**config.mk**
```make
export PLATFORM = sky130hd
export DESIGN_NAME = mem_stage_ctrl
export DESIGN_NICKNAME = d
export VERILOG_FILES = /design/src/rtl/mem_stage_ctrl.sv
export SDC_FILE = /design/constraint.sdc
export NUM_CORES = 1
export LEC_CHECK = 0
export CAP_MARGIN = 20
export CORE_MARGIN = 2
export CORE_UTILIZATION = 45
export CTS_CLUSTER_SIZE = 12
export DETAILED_ROUTE_END_ITERATION = 10
export PLACE_DENSITY = 0.83
export SYNTH_ARGS = -nofsm -noshare
export SYNTH_HDL_FRONTEND = slang
export SYNTH_SLANG_ARGS = --single-unit
```
**constraint.sdc**
```tcl
create_clock -name clk -period 7 [get_ports clk]
set_input_delay 0.7 -clock clk [delete_from_list [all_inputs] [get_ports clk]]
set_output_delay 0.7 -clock clk [all_outputs]
set_load 0.02 [all_outputs]
```
**src/rtl/mem_stage_ctrl.sv**
```systemverilog
// MEM stage: branch resolution, multi-cycle data-memory handshake with timeout,
// pipeline stall generation and the MEM/WB output register.
module mem_stage_ctrl #(
   parameter int B       = 32,
   parameter int W       = 5,
   parameter int TIMEOUT = 16
) (
   input  logic         clk,
   input  logic         reset,
   input  logic [B-1:0] add_result_in,
   input  logic [B-1:0] alu_result_in,
   input  logic [B-1:0] r_data2_in,
   input  logic [W-1:0] mux_RegDst_in,
   input  logic         zero_in,
   input  logic         wb_RegWrite_in,
   input  logic         wb_MemtoReg_in,
   input  logic         m_Branch_in,
   input  logic         m_MemRead_in,
   input  logic         m_MemWrite_in,
   output logic         mem_req,
   output logic         mem_we,
   output logic [B-1:0] mem_addr,
   output logic [B-1:0] mem_wdata,
   input  logic [B-1:0] mem_rdata,
   input  logic         mem_ready,
   output logic         stall,
   output logic         pc_src,
   output logic [B-1:0] branch_target,
   output logic [B-1:0] read_data_out,
   output logic [B-1:0] alu_result_out,
   output logic [W-1:0] mux_RegDst_out,
   output logic         wb_RegWrite_out,
   output logic         wb_MemtoReg_out,
   output logic         mem_error
);

   localparam int CW = $clog2(TIMEOUT + 1);

   typedef enum logic {S_IDLE, S_WAIT} state_t;

   state_t        state, next_state;
   logic [CW-1:0] cnt;
   logic [W-1:0]  cap_dst;
   logic          cap_regwrite, cap_memtoreg;
   logic          access, misaligned, issue, done, abort;

   assign pc_src        = m_Branch_in & zero_in;
   assign branch_target = add_result_in;

   always_ff @(posedge clk or posedge reset) begin
      if (reset) state <= S_IDLE;
      else       state <= next_state;
   end

   // Completion (ready or timeout) releases the stall in the same cycle so the
   // upstream latch advances on the edge that writes MEM/WB.
   always_comb begin
      next_state = state;
      access     = m_MemRead_in | m_MemWrite_in;
      misaligned = access & (|alu_result_in[1:0]);
      issue      = 1'b0;
      done       = 1'b0;
      abort      = 1'b0;
      stall      = 1'b0;
      case (state)
         S_IDLE: begin
            issue = access & ~misaligned;
            stall = issue;
            if (issue) next_state = S_WAIT;
         end
         S_WAIT: begin
            done  = mem_ready;
            abort = ~mem_ready & (cnt == CW'(TIMEOUT - 1));
            stall = ~(done | abort);
            if (done | abort) next_state = S_IDLE;
         end
         default: next_state = S_IDLE;
      endcase
   end

   always_ff @(posedge clk or posedge reset) begin
      if (reset) begin
         cnt             <= '0;
         mem_req         <= 1'b0;
         mem_we          <= 1'b0;
         mem_addr        <= '0;
         mem_wdata       <= '0;
         cap_dst         <= '0;
         cap_regwrite    <= 1'b0;
         cap_memtoreg    <= 1'b0;
         read_data_out   <= '0;
         alu_result_out  <= '0;
         mux_RegDst_out  <= '0;
         wb_RegWrite_out <= 1'b0;
         wb_MemtoReg_out <= 1'b0;
         mem_error       <= 1'b0;
      end else if (state == S_IDLE) begin
         if (issue) begin
            cnt             <= '0;
            mem_req         <= 1'b1;
            mem_we          <= m_MemWrite_in;
            mem_addr        <= alu_result_in;
            mem_wdata       <= r_data2_in;
            cap_dst         <= mux_RegDst_in;
            cap_regwrite    <= wb_RegWrite_in;
            cap_memtoreg    <= wb_MemtoReg_in;
            wb_RegWrite_out <= 1'b0;
            wb_MemtoReg_out <= 1'b0;
         end else begin
            read_data_out   <= '0;
            alu_result_out  <= alu_result_in;
            mux_RegDst_out  <= mux_RegDst_in;
            wb_RegWrite_out <= wb_RegWrite_in;
            wb_MemtoReg_out <= wb_MemtoReg_in;
            if (misaligned) mem_error <= 1'b1;
         end
      end else begin
         if (done) begin
            mem_req         <= 1'b0;
            read_data_out   <= mem_we ? '0 : mem_rdata;
            alu_result_out  <= mem_addr;
            mux_RegDst_out  <= cap_dst;
            wb_RegWrite_out <= cap_regwrite;
            wb_MemtoReg_out <= cap_memtoreg;
         end else if (abort) begin
            mem_req         <= 1'b0;
            mem_error       <= 1'b1;
            read_data_out   <= '0;
            alu_result_out  <= mem_addr;
            mux_RegDst_out  <= cap_dst;
            wb_RegWrite_out <= 1'b0;
            wb_MemtoReg_out <= cap_memtoreg;
         end else begin
            cnt             <= cnt + 1'b1;
            wb_RegWrite_out <= 1'b0;
            wb_MemtoReg_out <= 1'b0;
         end
      end
   end

endmodule

```
**Word level (Yosys, flattened, before mapping)**

Index checks and enable logic that the tools add are counted.

- Add/sub/neg operators: 1
- Eq/ne operators: 6
- Reduce and logical (&&, ||, !) cells: 8
- Mux-type cells: 40
- Bitwise logic cells: 10

Operators with widths:

| cell | number |
|---|---|
| $mux 32 | 9 |
| $mux 5 | 8 |
| $mux 1 | 21 |
| $ne 2x2->1 const B | 3 |
| $reduce_and 2->1 | 3 |
| $add 5x1->5 const B | 1 |
| $eq 5x4->1 const B | 1 |
| $and 1x1->1 | 4 |
| $not 1->1 | 4 |
| $pmux 1 s2 | 2 |
| $reduce_and 4->1 | 1 |
| $reduce_bool 2->1 | 2 |
| $ne 3x1->1 const B | 1 |
| $reduce_and 3->1 | 1 |
| $ne 2x1->1 const B | 1 |
| $or 1x1->1 | 2 |
| $reduce_or 2->1 | 1 |

- Flip-flop bits (word level): 151
- Input port bits: 142
- Output and inout port bits: 172
- Logic and storage cells: 80

**Logic depth before layout (Yosys ltp)**

- Word-level depth: 7
- Mapped depth: 8
- Mapped depth without buffers: 6

**Worst setup path before layout**

OpenSTA, ideal clock, no wires.

- Kind: register -> output
- Start: reg cnt[0]
- End: out stall
- Stages on the path, launching flop included: 8
- Path buffers: 2
- Arrival time: 1.799 ns
- Required time: 6.300 ns
- Setup slack: 4.501 ns
- Cell sequence: dfrtp_1 > ha_1 > and3_1 > ha_1 > or3b_1 > buf_2 > o21ai_4 > buf_6

- Longest elaborated chain between the ends: 5

RTL lines:

| item | RTL line | source |
|---|---|---|
| from (decl) | 42 | `logic [CW-1:0] cnt;` |
| from (signal assigned) | 134 | `cnt <= cnt + 1'b1;` |
| $eq 5x4->1 | 73 | `abort = ~mem_ready & (cnt == CW'(TIMEOUT - 1));` |
| $and 1x1->1 | 73 |  |
| $or 1x1->1 | 74 | `stall = ~(done \| abort);` |
| $not 1->1 | 74 |  |
| $pmux 1 s2 | 65 | `case (state)` |
| to (decl) | 26 | `output logic stall,` |

No other way between the ends.

**Worst setup path after layout**

- Start: in alu_result_in[1]
- End: out stall

- Longest elaborated chain between the ends: 5

RTL lines:

| item | RTL line | source |
|---|---|---|
| from (decl) | 11 | `input logic [B-1:0] alu_result_in,` |
| $reduce_or 2->1 | 60 | `misaligned = access & (\|alu_result_in[1:0]);` |
| $and 1x1->1 | 60 |  |
| $not 1->1 | 67 | `issue = access & ~misaligned;` |
| $and 1x1->1 | 67 |  |
| $pmux 1 s2 | 65 |  |

No other way between the ends.

==> metrics <==
Primary FF master, synth dfrtp_1; status finished clean; dominant cell type by area after synthesis dfrtp_1; arrival time worst endpoint 3500 ps; total congestion overflow 0; max_slew headroom 0.319; core area ~15000 um2; crit share post-route 0.600; die area approximately 16000 um2; WHS slightly below 500 ps; final hold violation count 0; nets@finish 868; Hold Buf Count CTS 0; CTS Root Buffer Type clkbuf_16; area delta synth->final 41.8%; Synth area leaders dfrtp_1 (56%), mux2_2 (9.6%), a211oi_1 (7.3%); CP Max Fanout 40; first-pass GRT wire length 29400 um; Inserted Clock Buffers 17; Worst VDD drop 0.177 mV; number of setup buffers added after CTS 0; yosys warns 0; RSZ-0062 raised after global routing false; vias in the first global route 5453; syn nets between 600 and 700; Mapped Avg Cell Area 12.9 um2; Yosys top cell area share 0.556; Placed Area around 9000 um2; Antenna Violating Nets Remaining 0; layout cells sized above 1 0.144; final instance area approximately 9600 um2; CP required about 6300 ps; Max-cap violations 0; Clock Sinks 151; Post-DP HPWL 12600 um; fmax 238 MHz; Synth Instances 526; CP endpoint kind output port; Initial DRT Pass Iterations 4; setup TNS 0 ps; die width 127 um; via density per instance between 5 and 6; Worst-Margin Slew 1020 ps; Setup Crit Path Kind input pin to output port; Via Count ~5.2k; final core utilization 0.657; Leak 3.96 nW; Post-Route WL 19000 um; Hold Path Class flop to flop; gp weighted congestion 0.774; count of cell types in the netlist 42; critical path launch point type input pin; wire length per cell 20.6 um; number of enable flip-flop cells after synthesis 0; Final Skew 5.59 ps; Starting DRT DRC Count 238; register area share after synthesis 0.556; CTS tree built; cell area after synthesis 6790 um2; final setup fails 0; Fill cells 1062; IO Pins 314; Max Slew Vio Count 0; largest net degree at the start of global routing 87; P per Cell Area 298 nW/um2; Total GRT Usage 0.235; post_cts resized 0; fraction of registers with async set/reset 1.00; Starting Density 0.464; min Tclk post-route roughly 4200 ps; initial antenna violation count 0; Clock H-tree levels 4; Die Ht 127 um; post-route DRC violation count 0; Reg clk slew, reported paths 60 ps; CTS max path bufs 2; insertion delay to the later sink of the worst-skew pair roughly 420 ps; buffers added on ports 249; ant diodes 0; row cnt 44; Yosys reg bits 151
[final cells by class]
class / count / area, um2 / area share
flip-flops and latches: 151 / 3780 / 0.393
repair buffers: 254 / 2530 / 0.263
multi-input cells: 292 / 2470 / 0.257
inverters: 8 / 35.0 / 0.00364
well taps: 184 / 230 / 0.0239
clock inverters: 12 / 126 / 0.0131
clock buffers: 20 / 457 / 0.0474
[synthesized netlist by cell type (8+ instances only)]
cell type / count
clkbuf_1: 14
mux2i_1: 34
buf_2: 9
buf_4: 42
nor3_1: 33
a22o_1: 32
dfrtp_1: 151
mux2_2: 58
inv_1: 8
mux2_1: 9
buf_6: 9
a211oi_1: 66
o21ai_0: 12
[worst max-delay path, cell delays in order]
cell,delay [ps]
clkdlybuf4s50_1,490
or2_2,680
o21ai_4,850
clkdlybuf4s50_1,750
[registers in the layout (all words and copies together) (netlist names)]
signal and flops:
alu_result_out 32, cap_dst 5, cap_memtoreg 1, cap_regwrite 1
cnt 5, mem_addr 32, mem_error 1, mem_req 1
mem_wdata 32, mem_we 1, mux_RegDst_out 5, read_data_out 32
state 1, wb_MemtoReg_out 1, wb_RegWrite_out 1
[path summary, 6_finish.rpt]
path	from	end	slack, ps	cells after the start
setup / recovery	alu_result_in[1]	stall	2800	4
min in group asynchronous	reset	read_data_out[24]$_DFFE_PP0P_	820	2
hold reg to reg	mem_wdata[22]$_DFFE_PP0P_	mem_wdata[22]$_DFFE_PP0P_	480	1
setup reg to reg	state$_DFF_PP0_	cap_regwrite$_DFFE_PP0P_	3930	6
hold / removal	mem_wdata[22]$_DFFE_PP0P_	mem_wdata[22]$_DFFE_PP0P_	480	1
max in group asynchronous	reset	state$_DFF_PP0_	4720	3
[cell usage in the layout (no fill, tap or decap), types with 4 or more instances in the layout]
| cell | Yosys | routed |
|---|---|---|
| clkdlybuf4s50_1 | 0 | 249 |
| dfrtp_1 | 151 | 150 |
| a211oi_1 | 66 | 66 |
| mux2_2 | 58 | 58 |
| mux2i_1 | 34 | 34 |
| nor3_1 | 33 | 33 |
| a22o_1 | 32 | 32 |
| clkbuf_16 | 0 | 17 |
| o21ai_0 | 12 | 12 |
| mux2_1 | 9 | 9 |
| inv_1 | 8 | 7 |
| clkinvlp_4 | 0 | 5 |
| buf_4 | 42 | 5 |
| nand2_1 | 4 | 4 |
| nand3_1 | 4 | 4 |
| clkinv_2 | 0 | 4 |
[metal layers]
metal,GRT usage,vias to the layer above,part of all wire
met5,0,-,0
met4,0.110,0,0.027
li1,-,2324,-
met3,0.0768,46,0.084
met2,0.388,212,0.50
met1,0.279,2605,0.39
[cell families after synthesis]
logic type                 share of synthesized area
and+or+nand+nor                               0.0521
buffers and inverters                         0.0807
adders and majority gates                    0.00368
AOI/OAI and AO/OA                              0.145
xor gates and xnor gates                     0.00129
muxes                                          0.161
DFF                                            0.556
[through the flow]
stage	power [mW]	std cells	setup slack (ps)
final	2.87	921	2800
after global routing	2.99	921	2670
after CTS	2.89	921	2790
after detailed placement	1.98	889	2800
after global placement	1.95	889	2850
after floorplan	1.58	526	2240
[where the power goes]
part | switching (mW) | internal (mW) | total (mW)
registers | 0.110 | 1.03 | 1.14
clock network | 0.360 | 0.542 | 0.901
logic | 0.406 | 0.424 | 0.830
total | 0.876 | 1.99 | 2.87
(Power assumes the default switching activity.)
